**config.mk**
```make
export PLATFORM = sky130hd
export DESIGN_NAME = tdm_demux_1x8
export DESIGN_NICKNAME = d
export VERILOG_FILES = /design/src/rtl/tdm_demux_1x8_pkg.sv /design/src/rtl/tdm_demux_1x8_demux.sv /design/src/rtl/tdm_demux_1x8.sv
export SDC_FILE = /design/constraint.sdc
export NUM_CORES = 1
export LEC_CHECK = 0
export ABC_CLOCK_PERIOD_IN_PS = 1800
export CAP_MARGIN = 20
export CORE_MARGIN = 2
export CORE_UTILIZATION = 55
export CTS_BUF_LIST = sky130_fd_sc_hd__clkbuf_4 sky130_fd_sc_hd__clkbuf_8
export DETAILED_ROUTE_END_ITERATION = 12
export PLACE_DENSITY = 0.86
export RECOVER_POWER = 100
export SYNTH_ARGS = -nofsm -noshare
export SYNTH_HDL_FRONTEND = slang
export SYNTH_SLANG_ARGS = --single-unit
```
**constraint.sdc**
```tcl
create_clock -name clk -period 1.8 [get_ports clk]
set_input_delay 0.36 -clock clk [delete_from_list [all_inputs] [get_ports clk]]
set_output_delay 0.36 -clock clk [all_outputs]
set_load 0.02 [all_outputs]
```
**src/rtl/tdm_demux_1x8_pkg.sv**
```systemverilog
// Shared constants and state encoding for the 1:8 TDM demultiplexer.
package tdm_demux_1x8_pkg;

  localparam int unsigned NUM_CH = 8;
  localparam int unsigned CH_W   = 3;

  // Index of the channel whose sample closes a frame
  localparam logic [CH_W-1:0] LAST_CH = CH_W'(NUM_CH - 1);

  typedef enum logic {
    ST_HUNT = 1'b0,
    ST_FILL = 1'b1
  } state_t;

endpackage

```
**src/rtl/tdm_demux_1x8_demux.sv**
```systemverilog
// 3-to-8 one-hot write-enable decoder for the channel hold registers.
module demux_1x8
  import tdm_demux_1x8_pkg::*;
(
  input  logic              en,
  input  logic [CH_W-1:0]   sel,
  output logic [NUM_CH-1:0] we
);

  always_comb begin
    we = '0;
    if (en) we[sel] = 1'b1;
  end

endmodule

```
**src/rtl/tdm_demux_1x8.sv**
```systemverilog
// Receive-side TDM demultiplexer: collects channels 0..7 of a sync-marked
// sample stream and presents each complete frame as one registered word.
module tdm_demux_1x8
  import tdm_demux_1x8_pkg::*;
#(
  parameter int unsigned WIDTH = 8
) (
  input  logic                    clk,
  input  logic                    rst_n,
  input  logic [WIDTH-1:0]        din,
  input  logic                    din_valid,
  input  logic                    din_sync,
  output logic [NUM_CH*WIDTH-1:0] dout,
  output logic                    frame_valid,
  input  logic                    frame_ready,
  output logic [CH_W-1:0]         ch_idx,
  output logic                    frame_err,
  output logic                    overrun
);

  localparam int unsigned FRAME_W = NUM_CH * WIDTH;

  state_t              state, state_nxt;
  logic [CH_W-1:0]     ch_idx_nxt;
  logic                hold_en;
  logic [CH_W-1:0]     hold_sel;
  logic [NUM_CH-1:0]   hold_we;
  logic [WIDTH-1:0]    hold [NUM_CH-1];
  logic                complete;
  logic                slot_free;
  logic                load;
  logic                frame_valid_nxt;
  logic                frame_err_nxt;
  logic                overrun_nxt;
  logic [FRAME_W-1:0]  frame_nxt;

  demux_1x8 u_demux (
    .en  (hold_en),
    .sel (hold_sel),
    .we  (hold_we)
  );

  // FSM state, channel counter and frame flags
  always_ff @(posedge clk or negedge rst_n) begin
    if (!rst_n) begin
      state       <= ST_HUNT;
      ch_idx      <= '0;
      frame_valid <= 1'b0;
      frame_err   <= 1'b0;
      overrun     <= 1'b0;
      dout        <= '0;
    end else begin
      state       <= state_nxt;
      ch_idx      <= ch_idx_nxt;
      frame_valid <= frame_valid_nxt;
      frame_err   <= frame_err_nxt;
      overrun     <= overrun_nxt;
      if (load) dout <= frame_nxt;
    end
  end

  // Hold registers for channels 0..6; channel 7 goes straight to dout
  always_ff @(posedge clk or negedge rst_n) begin
    if (!rst_n) begin
      for (int unsigned k = 0; k < NUM_CH - 1; k++) hold[k] <= '0;
    end else begin
      for (int unsigned k = 0; k < NUM_CH - 1; k++) begin
        if (hold_we[k]) hold[k] <= din;
      end
    end
  end

  // Next state, counter and hold-register write selection
  always_comb begin
    state_nxt     = state;
    ch_idx_nxt    = ch_idx;
    hold_en       = 1'b0;
    hold_sel      = ch_idx;
    frame_err_nxt = 1'b0;
    case (state)
      ST_HUNT: begin
        if (din_valid && din_sync) begin
          hold_en    = 1'b1;
          hold_sel   = '0;
          ch_idx_nxt = CH_W'(1);
          state_nxt  = ST_FILL;
        end
      end
      ST_FILL: begin
        if (din_valid) begin
          hold_en = 1'b1;
          if (din_sync) begin
            // Resync mid-frame: drop the partial frame and restart at ch0
            hold_sel      = '0;
            ch_idx_nxt    = CH_W'(1);
            frame_err_nxt = 1'b1;
          end else if (ch_idx == LAST_CH) begin
            ch_idx_nxt = '0;
            state_nxt  = ST_HUNT;
          end else begin
            ch_idx_nxt = ch_idx + CH_W'(1);
          end
        end
      end
      default: state_nxt = ST_HUNT;
    endcase
  end

  // Output slot: load on completion when free, otherwise flag the drop
  always_comb begin
    complete  = hold_we[NUM_CH-1];
    slot_free = !frame_valid || frame_ready;
    load      = complete && slot_free;
    overrun_nxt = complete && !slot_free;
    if (load)             frame_valid_nxt = 1'b1;
    else if (frame_ready) frame_valid_nxt = 1'b0;
    else                  frame_valid_nxt = frame_valid;
    frame_nxt = '0;
    for (int unsigned k = 0; k < NUM_CH - 1; k++) begin
      frame_nxt[k*WIDTH +: WIDTH] = hold[k];
    end
    frame_nxt[(NUM_CH-1)*WIDTH +: WIDTH] = din;
  end

endmodule
```
[Word-level counts from Yosys, hierarchy flattened]
Index checks and enable logic that the tools add are counted.
Storage, ports and cells
  register bits: 127
  latch bits: 0
  memory bits (writable): 0
  memory bits (read-only): 0
  input port bits: 13
  logic and storage cells: 53
  memories: 0
Cells by class
  add/sub/neg operators: 1
  multipliers: 0
  divide/modulo/power cells: 0
  order comparisons: 2
  equal/unequal tests: 3
  shifts and indexed selects: 0
  multiplexer cells: 24
  bitwise logic cells: 1
  reductions and logical operators: 9
Operator list (count)
  $mux W3: 7
  $pmux W3 S2: 2
  $mux W1: 11
  $mux W8: 1
  $logic_and A1 B1 Y1: 4
  $lt A3 B4 Y1 const B: 1
  $ne A2 B2 Y1 const B: 2
  $pmux W1 S2: 2
  $add A3 B1 Y3 const B: 1
  $demux W1 S3: 1
  $eq A3 B3 Y1 const B: 1
  $ge A3 B1 Y1 const B: 1
  $logic_not A1 Y1: 2
  $reduce_and A2 Y1: 1
  $reduce_bool A2 Y1: 1
  $logic_or A1 B1 Y1: 1
  $not A1 Y1: 1

[Logic depth before layout (Yosys ltp)]
  depth in word-level cells: 10
  mapped depth: 6
  depth with buffers taken out: 5

[By module]
From an unflattened synthesis, not the netlist that was laid out.
Second synthesis, totals
  cells, all modules: 298
  area, all modules: 5136.2 um^2
By module, submodules not included
  tdm_demux_1x8: instances 1, cells an instance 290, area each 5039.8 um^2, sequential area each 3178.0 um^2
  demux_1x8: instances 1, cells an instance 8, area each 96.3 um^2, sequential area each 0.0 um^2

[Worst setup path after synthesis]
Ideal clock, no wire load.
  path type: register to register
  start point: register ch_idx[2]
  end point: register dout[56]
  library setup time: 0.125 ns
  arrival time: 1.709 ns
  required time: 1.675 ns
  setup slack: -0.034 ns
  cell stages (with the launch flop): 7
  cell sequence: dfrtp_1 -> buf_2 -> nand3_1 -> nor3b_1 -> buf_2 -> buf_4 -> mux2_2
Between the ends
  longest elaborated chain between the ends: 9
  elaborated cells on any way between the ends: 11
  those cells by class: order compare (2); mux (7); reduce/logical (2)
RTL lines
  start: declaration: RTL line tdm_demux_1x8.sv:16  | output logic [CH_W-1:0] ch_idx,
  start signal: assignment: RTL line tdm_demux_1x8.sv:54  | ch_idx <= ch_idx_nxt;
  $mux W3: RTL line tdm_demux_1x8.sv:92  | if (din_sync) begin
  $mux W3: RTL line tdm_demux_1x8.sv:90  | if (din_valid) begin
  $pmux W3 S2 (*): RTL line tdm_demux_1x8.sv:80  | case (state)
  $lt A3 B4 Y1 (not written as such) or $ge A3 B1 Y1 (tied branches): RTL line tdm_demux_1x8_demux.sv:12  | if (en) we[sel] = 1'b1;
  $logic_and A1 B1 Y1 (not written as such): RTL line tdm_demux_1x8_demux.sv:12
  $mux W1 (not written as such): RTL line tdm_demux_1x8_demux.sv:12
  $demux W1 S3 (*)
  $mux W8 (*): RTL line tdm_demux_1x8_demux.sv:12
  $logic_and A1 B1 Y1 (*): RTL line tdm_demux_1x8.sv:113  | load = complete && slot_free;
  end signal: assignment: RTL line tdm_demux_1x8.sv:58  | if (load) dout <= frame_nxt;
  end: declaration: RTL line tdm_demux_1x8.sv:13  | output logic [NUM_CH*WIDTH-1:0] dout,
Every way passes the cells marked *; elsewhere a longest branch is shown, timed or not.
A chain may end at the register's enable or synchronous reset.

[Worst setup path after layout]
  start point: register dout[17]
  end point: output port dout[17]
No word-level cell between the ends.

==> metrics.csv <==
stage,metric,value,unit
outcome,outcome,completed,
clock_tree,worst-skew pair later-pin latency,430,ps
setup_path,Crit path largest cell delay,620,ps
routing,drt initial violations,110,
logic_synthesis,Synth Warn #,0,
pwr,Pwr Total,9.168,mW
logic_synthesis,"Distinct cells, synth",29,
setup_path,Worst Path Arrival,1390,ps
clock_tree,TritonCTS Buffers,17,
global_routing,first-pass GRT wire length,16.77,mm
timing,Fmax achieved,571.8,MHz
setup_path,crit path cell chain,clkdlybuf4s50_1,
pwr,Leak,3.041,nW
routing,drt total wl,10.33,mm
clock_tree,number of post-CTS setup repair buffers,0,
hold_path,hold path cells,3,
global_routing,pin count of the biggest net entering global routing,76,
timing,"Period Utilization, post-route",0.9715,
layout,"commonest non-fill, non-tap cell in the layout",dfrtp_1,
clock_tree,CTS tree,built,
timing,final hold slack,436.3,ps
hold_path,HP Class,primary input to flop,
setup_path,CP bufs+invs,1,
timing,"Hold Vio Cnt, Final",0,
clock_tree,Clock Path Buffers,2,
logic_synthesis,Syn Area/Cell,16.62,um2
setup_path,WP depth,1,
layout,ant diodes,0,
setup_path,Slowest cell on crit path,clkdlybuf4s50_1,
setup_path,"critical path fanouts, max",2,
layout,fin nets,421,
layout,layout cells sized above 1,0.4010,
layout,"Area growth, synth to finish",27.56,%
timing,Worst-Margin Slew,1105,ps
global_routing,gr ovfl total,0,
setup_path,Setup CP Type,flop to output port,
floorplanning,die width,98.42,um
placed_design,placed inst area,0.006033,mm2
pwr,Psw,2.503,mW
clock_tree,CTS sink cnt,127,
layout,Fillers,609,
logic_synthesis,Cells after Synth,295,
floorplanning,Core Area,0.008678,mm2
timing,Period minus WS final,1749,ps
setup_path,"CP delay by family, top",buffers and inverters,
pwr,Switching Share,0.2730,
floorplanning,die footprint,0.009687,mm2
floorplanning,Starting Density,0.5650,
placed_design,Final Wtd Congestion,0.8023,
pwr,VDD IR max,0.0008667,V
routing,DR DRC count,0,
clock_tree,htree depth,4,
logic_synthesis,Yosys reg bits,127,
timing,Max Clock Skew,10.17,ps
placed_design,port buffer count,82,
global_routing,Tot GR Track Use,0.2296,
setup_path,Worst R2R Path Depth,4,
layout,finished layout cell area,0.006255,mm2
floorplanning,die span in y,98.42,um
floorplanning,Std-Cell Rows,34,
pwr,P_int,6.665,mW
setup_path,CP endpoint kind,output port,
timing,Final setup viols,0,
routing,Initial DRT Pass Iterations,4,
placed_design,Detailed Place HPWL,6.349,mm
routing,vias,2876,
routing,post-route ant nets,0,
global_routing,initial antenna violation count,0,
pwr,Logic pwr share,0.209,
routing,wire per inst,19.60,um
pwr,Seq pwr share,0.449,
setup_path,startpoint types,flop,
logic_synthesis,Netlist Area Pre-Place,0.004903,mm2
setup_path,CP required,1440,ps
global_routing,vias in the first global route,3097,
logic_synthesis,synthesized net count,310,
pwr,PwrDens,1466,mW/mm2
layout,most frequent cells in the layout,"125 x dfrtp_1, 109 x mux2_2, 37 x clkdlybuf4s50_1",
clock_tree,"Reg clk slew, reported paths",70,ps
pwr,clock network power share,0.341,
flow_run,total of max-cap violations,0,
timing,Relative slew margins,0.2635,
logic_synthesis,"Seq/Total Area, Yosys",0.6481,
routing,vias per cell,5.457,
clock_tree,CTS root buf,clkbuf_8,
floorplanning,I/O pins,83,
timing,max-slew violations,0,
-- cell type report --
cell class,count,area [um2],share of cell area
multi-input cells,154,1592,0.2545
inverters,2,7.507,0.001200
clock inverters,13,257.7,0.04121
clock buffers,19,255.2,0.04081
well taps,108,135.1,0.02160
flip-flops and latches,127,3181,0.5085
repair buffers,104,827.0,0.1322
-- final timing paths --
check / start / endpoint / slack [ps]
setup / recovery: dout[17] / dout[17] / 50
hold / removal: din_valid / ch_idx[0] / 440
setup reg to reg: ch_idx[1] / frame_nxt[39] / 80
hold reg to reg: frame_nxt[27] / dout[27] / 500
max in group asynchronous: rst_n / frame_nxt[32] / 330
min in group asynchronous: rst_n / dout[9] / 760
-- synth_stat cells, drive strengths merged --
| cell type | instances | area [um2] |
|---|---|---|
| nor4b | 1 | 8.760 |
| o22ai | 2 | 12.51 |
| a22o | 1 | 8.760 |
| ha | 2 | 25.02 |
| nor3 | 2 | 26.28 |
| or3b | 1 | 8.760 |
| o21ai | 2 | 10.00 |
| or2 | 1 | 6.260 |
| nand2b | 1 | 6.260 |
| nor3b | 2 | 15.01 |
| nand3 | 3 | 15.01 |
| clkbuf | 1 | 3.750 |
| inv | 2 | 7.510 |
| and3 | 1 | 6.260 |
| nand3b | 2 | 27.53 |
| dfrtp | 127 | 3178 |
| or4b | 1 | 13.76 |
| nor2 | 4 | 22.52 |
| mux2 | 120 | 1381 |
| o21a | 2 | 15.01 |
| nand2 | 6 | 22.52 |
| buf | 11 | 82.57 |
-- timing repair --
action	CTS	global route
gates resized for setup	17	29
hold buffers	1	0
setup endpoints to repair	78	29
endpoints found under the hold margin	127	0
-- metrics by stage --
| stage | util | setup WS (ps) | setup TNS (ps) | instances |
|---|---|---|---|---|
| CTS | 0.7533 | 0.1834 | 0 | 527 |
| detailed placement | 0.6952 | -490.5 | -49240 | 494 |
| global placement | 0.6952 | -430.3 | -43200 | 494 |
| floorplan | - | 3.333 | 0 | 295 |
| global route | 0.7207 | -2.637 | -2.637 | 527 |
| finish | 0.7207 | 51.25 | 0 | 527 |
-- logic make-up after synthesis --
group | count (synthesis) | synth area share
flip-flops | 127 | 0.6481
multiplexers | 120 | 0.2817
AND/OR/NAND/NOR | 25 | 0.03649
AO/OA/AOI/OAI | 7 | 0.009438
adder cells (fa/ha/maj) | 2 | 0.005103
buffers and inverters | 14 | 0.01914
-- power groups by stage --
stage               combinational, mW  clock, mW  sequential (mW)
global route                     2.06       3.28             4.24
floorplan                       0.909          0             4.40
global placement                 2.12          0             4.11
detailed placement               2.20          0             4.16
CTS                              2.19       3.17             4.13
finish                           1.92       3.13             4.12
-- state kept, by name, indices dropped and copies added, names as in the netlist --
register and count:
ch_idx 3, frame_err 1, state 1, frame_nxt 56, dout 64, frame_valid 1
overrun 1
-- layer usage --
layer | vias up | GRT usage | wire [um]
met3 | 16 | 0.05957 | 449
met4 | 0 | 0.08114 | 202
met1 | 1510 | 0.2829 | 4129
met2 | 77 | 0.3956 | 5546
li1 | 1273 | - | -
met5 | - | 0 | 0
No activity file was read; power rests on OpenSTA's default activity.
